<file path="src/rtl/binary_search_control.sv">
// Control FSM for a binary search over a sync-RAM-backed sorted array.
// Commands an external pointer datapath (front/mid/last) and reports hit/miss, address and probe count.
module binary_search_control #(
  parameter int DATA_W = 8,
  parameter int ADDR_W = 5
) (
  input  logic              clk,
  input  logic              reset,
  input  logic              start,
  input  logic [DATA_W-1:0] target,
  input  logic [DATA_W-1:0] ram_data,
  input  logic [ADDR_W-1:0] front,
  input  logic [ADDR_W-1:0] mid,
  input  logic [ADDR_W-1:0] last,
  output logic              loads,
  output logic              lt,
  output logic              gt,
  output logic              done,
  output logic              found,
  output logic [ADDR_W-1:0] result_addr,
  output logic [2:0]        probes
);

  typedef enum logic [2:0] {IDLE, WAIT1, WAIT2, CMP, DONE} state_t;

  state_t            state_q, state_d;
  logic [DATA_W-1:0] target_q, target_d;
  logic              found_q, found_d;
  logic [ADDR_W-1:0] result_addr_q, result_addr_d;
  logic [2:0]        probes_q, probes_d;

  always_ff @(posedge clk) begin
    if (reset) begin
      state_q       <= IDLE;
      target_q      <= '0;
      found_q       <= 1'b0;
      result_addr_q <= '0;
      probes_q      <= '0;
    end else begin
      state_q       <= state_d;
      target_q      <= target_d;
      found_q       <= found_d;
      result_addr_q <= result_addr_d;
      probes_q      <= probes_d;
    end
  end

  always_comb begin
    state_d       = state_q;
    target_d      = target_q;
    found_d       = found_q;
    result_addr_d = result_addr_q;
    probes_d      = probes_q;
    loads         = 1'b0;
    lt            = 1'b0;
    gt            = 1'b0;
    done          = 1'b0;
    unique case (state_q)
      IDLE: begin
        loads = 1'b1;
        if (start) begin
          target_d = target;
          found_d  = 1'b0;
          probes_d = '0;
          state_d  = WAIT1;
        end
      end
      // Two wait cycles: mid recompute lag, then RAM read latency.
      WAIT1: state_d = WAIT2;
      WAIT2: state_d = CMP;
      CMP: begin
        probes_d = probes_q + 3'd1;
        if (ram_data == target_q) begin
          found_d       = 1'b1;
          result_addr_d = mid;
          state_d       = DONE;
        end else if (ram_data > target_q) begin
          // Edge checks stop mid-1 underflow / mid+1 wrap at the array ends.
          if (mid == front) state_d = DONE;
          else begin
            lt      = 1'b1;
            state_d = WAIT1;
          end
        end else begin
          if (mid == last) state_d = DONE;
          else begin
            gt      = 1'b1;
            state_d = WAIT1;
          end
        end
      end
      DONE: begin
        done = 1'b1;
        if (!start) state_d = IDLE;
      end
      default: state_d = IDLE;
    endcase
  end

  assign found       = found_q;
  assign result_addr = result_addr_q;
  assign probes      = probes_q;

endmodule

</file>
<file path="config.mk">
export PLATFORM = sky130hd
export DESIGN_NAME = binary_search_control
export DESIGN_NICKNAME = d
export VERILOG_FILES = /design/src/rtl/binary_search_control.sv
export SDC_FILE = /design/constraint.sdc
export NUM_CORES = 1
export LEC_CHECK = 0
export ABC_AREA = 1
export CAP_MARGIN = 20
export CELL_PAD_IN_SITES_DETAIL_PLACEMENT = 1
export CELL_PAD_IN_SITES_GLOBAL_PLACEMENT = 2
export CORE_ASPECT_RATIO = 1.2
export CORE_MARGIN = 1.5
export CORE_UTILIZATION = 24
export CTS_CLUSTER_DIAMETER = 200
export DETAILED_ROUTE_END_ITERATION = 10
export PLACE_DENSITY_LB_ADDON = 0.05
export RECOVER_POWER = 50
export SYNTH_ARGS = -nofsm -noshare
export SYNTH_HDL_FRONTEND = slang
export SYNTH_SLANG_ARGS = --single-unit
</file>
<file path="constraint.sdc">
create_clock -name clk -period 2.75 [get_ports clk]
set_input_delay 0.4125 -clock clk [delete_from_list [all_inputs] [get_ports clk]]
set_output_delay 0.4125 -clock clk [all_outputs]
set_load 0.02 [all_outputs]
</file>
==> results_dict.tcl <==
set metrics [dict create \
    async_flop_share_pct 0 \
    grt_pass1_wl_microns 5760 \
    hold_violations 0 \
    hold-worst-slack_ns 0.464 \
    antenna_found_initial 0 \
    drtPass1Iterations 4 \
    relSlewSlack_pct 59.0 \
    cp-start-kind "input port" \
    synthFlopType "dfxtp_1" \
    cp.required_ns 2.34 \
    worst_slew_pin_slew_ns 0.614 \
    nNetsFinal 258 \
    status "complete, no violations" \
    yosysTopAreaCell "dfxtp_1" \
    grt_max_degree 20 \
    max-cap-violations 0 \
    drc 0 \
    synth_edf_count 0 \
    crit_arrival_ns 2.07 \
    grt-ovfl-total 0 \
    worst_clock_skew_ns 0.00263 \
    fp-row-count 27 \
    drtIter0Drc 14 \
    cts_tree "yes" \
    clk_pin_slew_ns 0.08 \
    ys_seq_area_share_pct 34.4 \
    hp-class "flip-flop to flip-flop" \
    synth.area.top_cells "dfxtp_1, nand2_1, ha_1, a21oi_1, inv_1" \
    cp_max_fo 2 \
    grt_pass1_vias 1277 \
    gp_congestion 0.743 \
    vdd.ir_drop.worst_mv 0.279 \
    area_delta_synth_final_pct 49.7 \
    p_per_area_nw_per_um2 473 \
    antenna-diode-count 0 \
    die_h_microns 79.3 \
    wl_microns 3280 \
    grt_usage_pct 14.0 \
    slew_viol_final 0 \
    setup_violations 0 \
    clk_latency_ns 0.26 \
    root_buffer "clkbuf_8" \
    final_core_util_pct 37.6 \
    clk_path_buf_depth 2 \
    synth.avg_cell_area_sq_um 7.05 \
    rsz0062_at_grt "false" \
    fin_crit_ns 2.48 \
    synth_top_cell_area_share_pct 34.4 \
    timing_worst_setup_path_type "input port to primary output" \
    syn_nets 208 \
    place_hpwl_microns 2620 \
    yosys.cell_count.top_type "nand2_1" \
    start_util_pct 25.1 \
    coreArea_sq_um 4630 \
    final_cells 272 \
    ys_ff_latch 20 \
    pwr-share-clk_pct 36.4 \
    ys_types 22 \
    dpl.cell_count 268 \
    netlist_instances 165 \
    htreeDepth 1 \
    power.switching_uw 220 \
    drive_gt1_share_pct 5.14 \
    io_pins 47 \
    die_w_microns 66.6 \
    drtAntennaViolNets 0 \
    switching_share_pct 26.7 \
    cts_hold_buf 0 \
    leakage_uw 0.000797 \
    synth_common_cells "nand2_1, inv_1, a21oi_1, dfxtp_1, nor2_1" \
    max_freq_mhz 403 \
    wl_per_cell_microns 12.1 \
    power.share.combinational_pct 25.2 \
    vias_per_cell 4.43 \
    cts_sinks 20 \
    setup_ws_ns 0.270 \
    pre_cts_ws_ns -0.0382 \
    critPathCaptureType "primary output" \
    netlist_area_sq_um 1160 \
    seqPwrFrac_pct 38.4 \
    min_period_over_period_pct 90.2 \
    port_buffers 46 \
    ys_warn_count 0 \
    intPower_uw 603 \
    die-area_sq_um 5280 \
    cts_buffers 3 \
    vias 1205 \
]
final cells by class:
| type | instances | area, sq um |
|---|---|---|
| clock buffers | 3 | 41.3 |
| flip-flops and latches | 20 | 400 |
| inverters | 25 | 95.1 |
| well taps | 58 | 72.6 |
| fillers | 592 | 2890 |
| repair buffers | 48 | 473 |
| multi-input cells | 117 | 629 |
| clock inverters | 1 | 30.0 |
placed cells by master (no fill, tap or decap):
cell	Yosys	layout
bufinv_16	0	1
buf_4	0	2
dlygate4sd2_1	0	2
inv_1	24	24
xor2_1	1	1
a311oi_1	1	1
dlygate4sd3_1	0	5
o21ai_0	9	9
a21o_1	1	1
nor2_4	1	1
nand3_1	11	11
nor2_1	14	14
nand2_1	40	41
a21boi_0	1	1
clkdlybuf4s50_1	0	39
clkinv_2	1	1
ha_1	9	9
and3_2	1	1
nand2_2	1	1
nand2_4	2	1
xnor2_1	4	4
clkbuf_8	1	3
a21oi_1	20	20
dfxtp_1	20	20
or2_0	0	1
power by group through the flow:
stage | combinational, uW | sequential, uW | clock [uW]
floorplan | 124 | 323 | 0
global placement | 213 | 323 | 0
detailed placement | 218 | 323 | 0
CTS | 219 | 316 | 312
global route | 240 | 319 | 325
finish | 207 | 316 | 300
critical path, stage by stage:
cell and delay [ns]:
clkdlybuf4s50_1 0.45, inv_1 0.05, ha_1 0.28, nand2_1 0.06, nor2_1 0.04, nand2_1 0.10
clkinv_2 0.07, nor2_1 0.10, nand2_1 0.08, nor2_1 0.10, dlygate4sd2_1 0.34
through the flow:
step / area [sq um] / setup TNS (ns) / power [uW]
after floorplan: 1160 / 0 / 446
after global placement: 1680 / -0.0414 / 536
after detailed placement: 1680 / -0.0461 / 542
after CTS: 1750 / 0 / 847
after global routing: 1740 / 0 / 884
final: 1740 / 0 / 823
worst paths after layout:
check | start | end | slack (ns) | cells after the start
min | result_addr[2] | result_addr[2] | 0.46 | 2
max reg2reg | state_q[0] | target_q[5] | 1.05 | 5
max | ram_data[0] | gt | 0.27 | 11
min reg2reg | result_addr[2] | result_addr[2] | 0.46 | 2
cells by family (layout without fill, tap and decap cells):
family          count (synthesis)  in the layout  share of synthesized area (%)
compound gates                 32             32                           14.5
xor+xnor                        5              5                           3.76
fa+ha+maj                       9              9                           9.68
buf+inv                        28             77                           10.6
flops                          20             20                           34.4
simple gates                   71             71                           27.0
layer usage:
layer	routed length [microns]	vias up	GRT usage (%)	part of all wire, %
met1	1400	550	15.9	43
met2	1700	27	26.1	52
met5	0	-	0	0
met3	133	4	2.27	4.1
li1	-	624	-	-
met4	44	0	4.29	1.3
state kept, by name, indices dropped and copies added, names as in the netlist:
register     flops
target_q         8
state_q          3
probes           3
result_addr      5
found            1
what timing repair did:
item	4_1_cts	5_1_grt
setup endpoints to repair	2	0
resized for setup	2	0
buffers inserted	0	0
(Power assumes the default switching activity.)
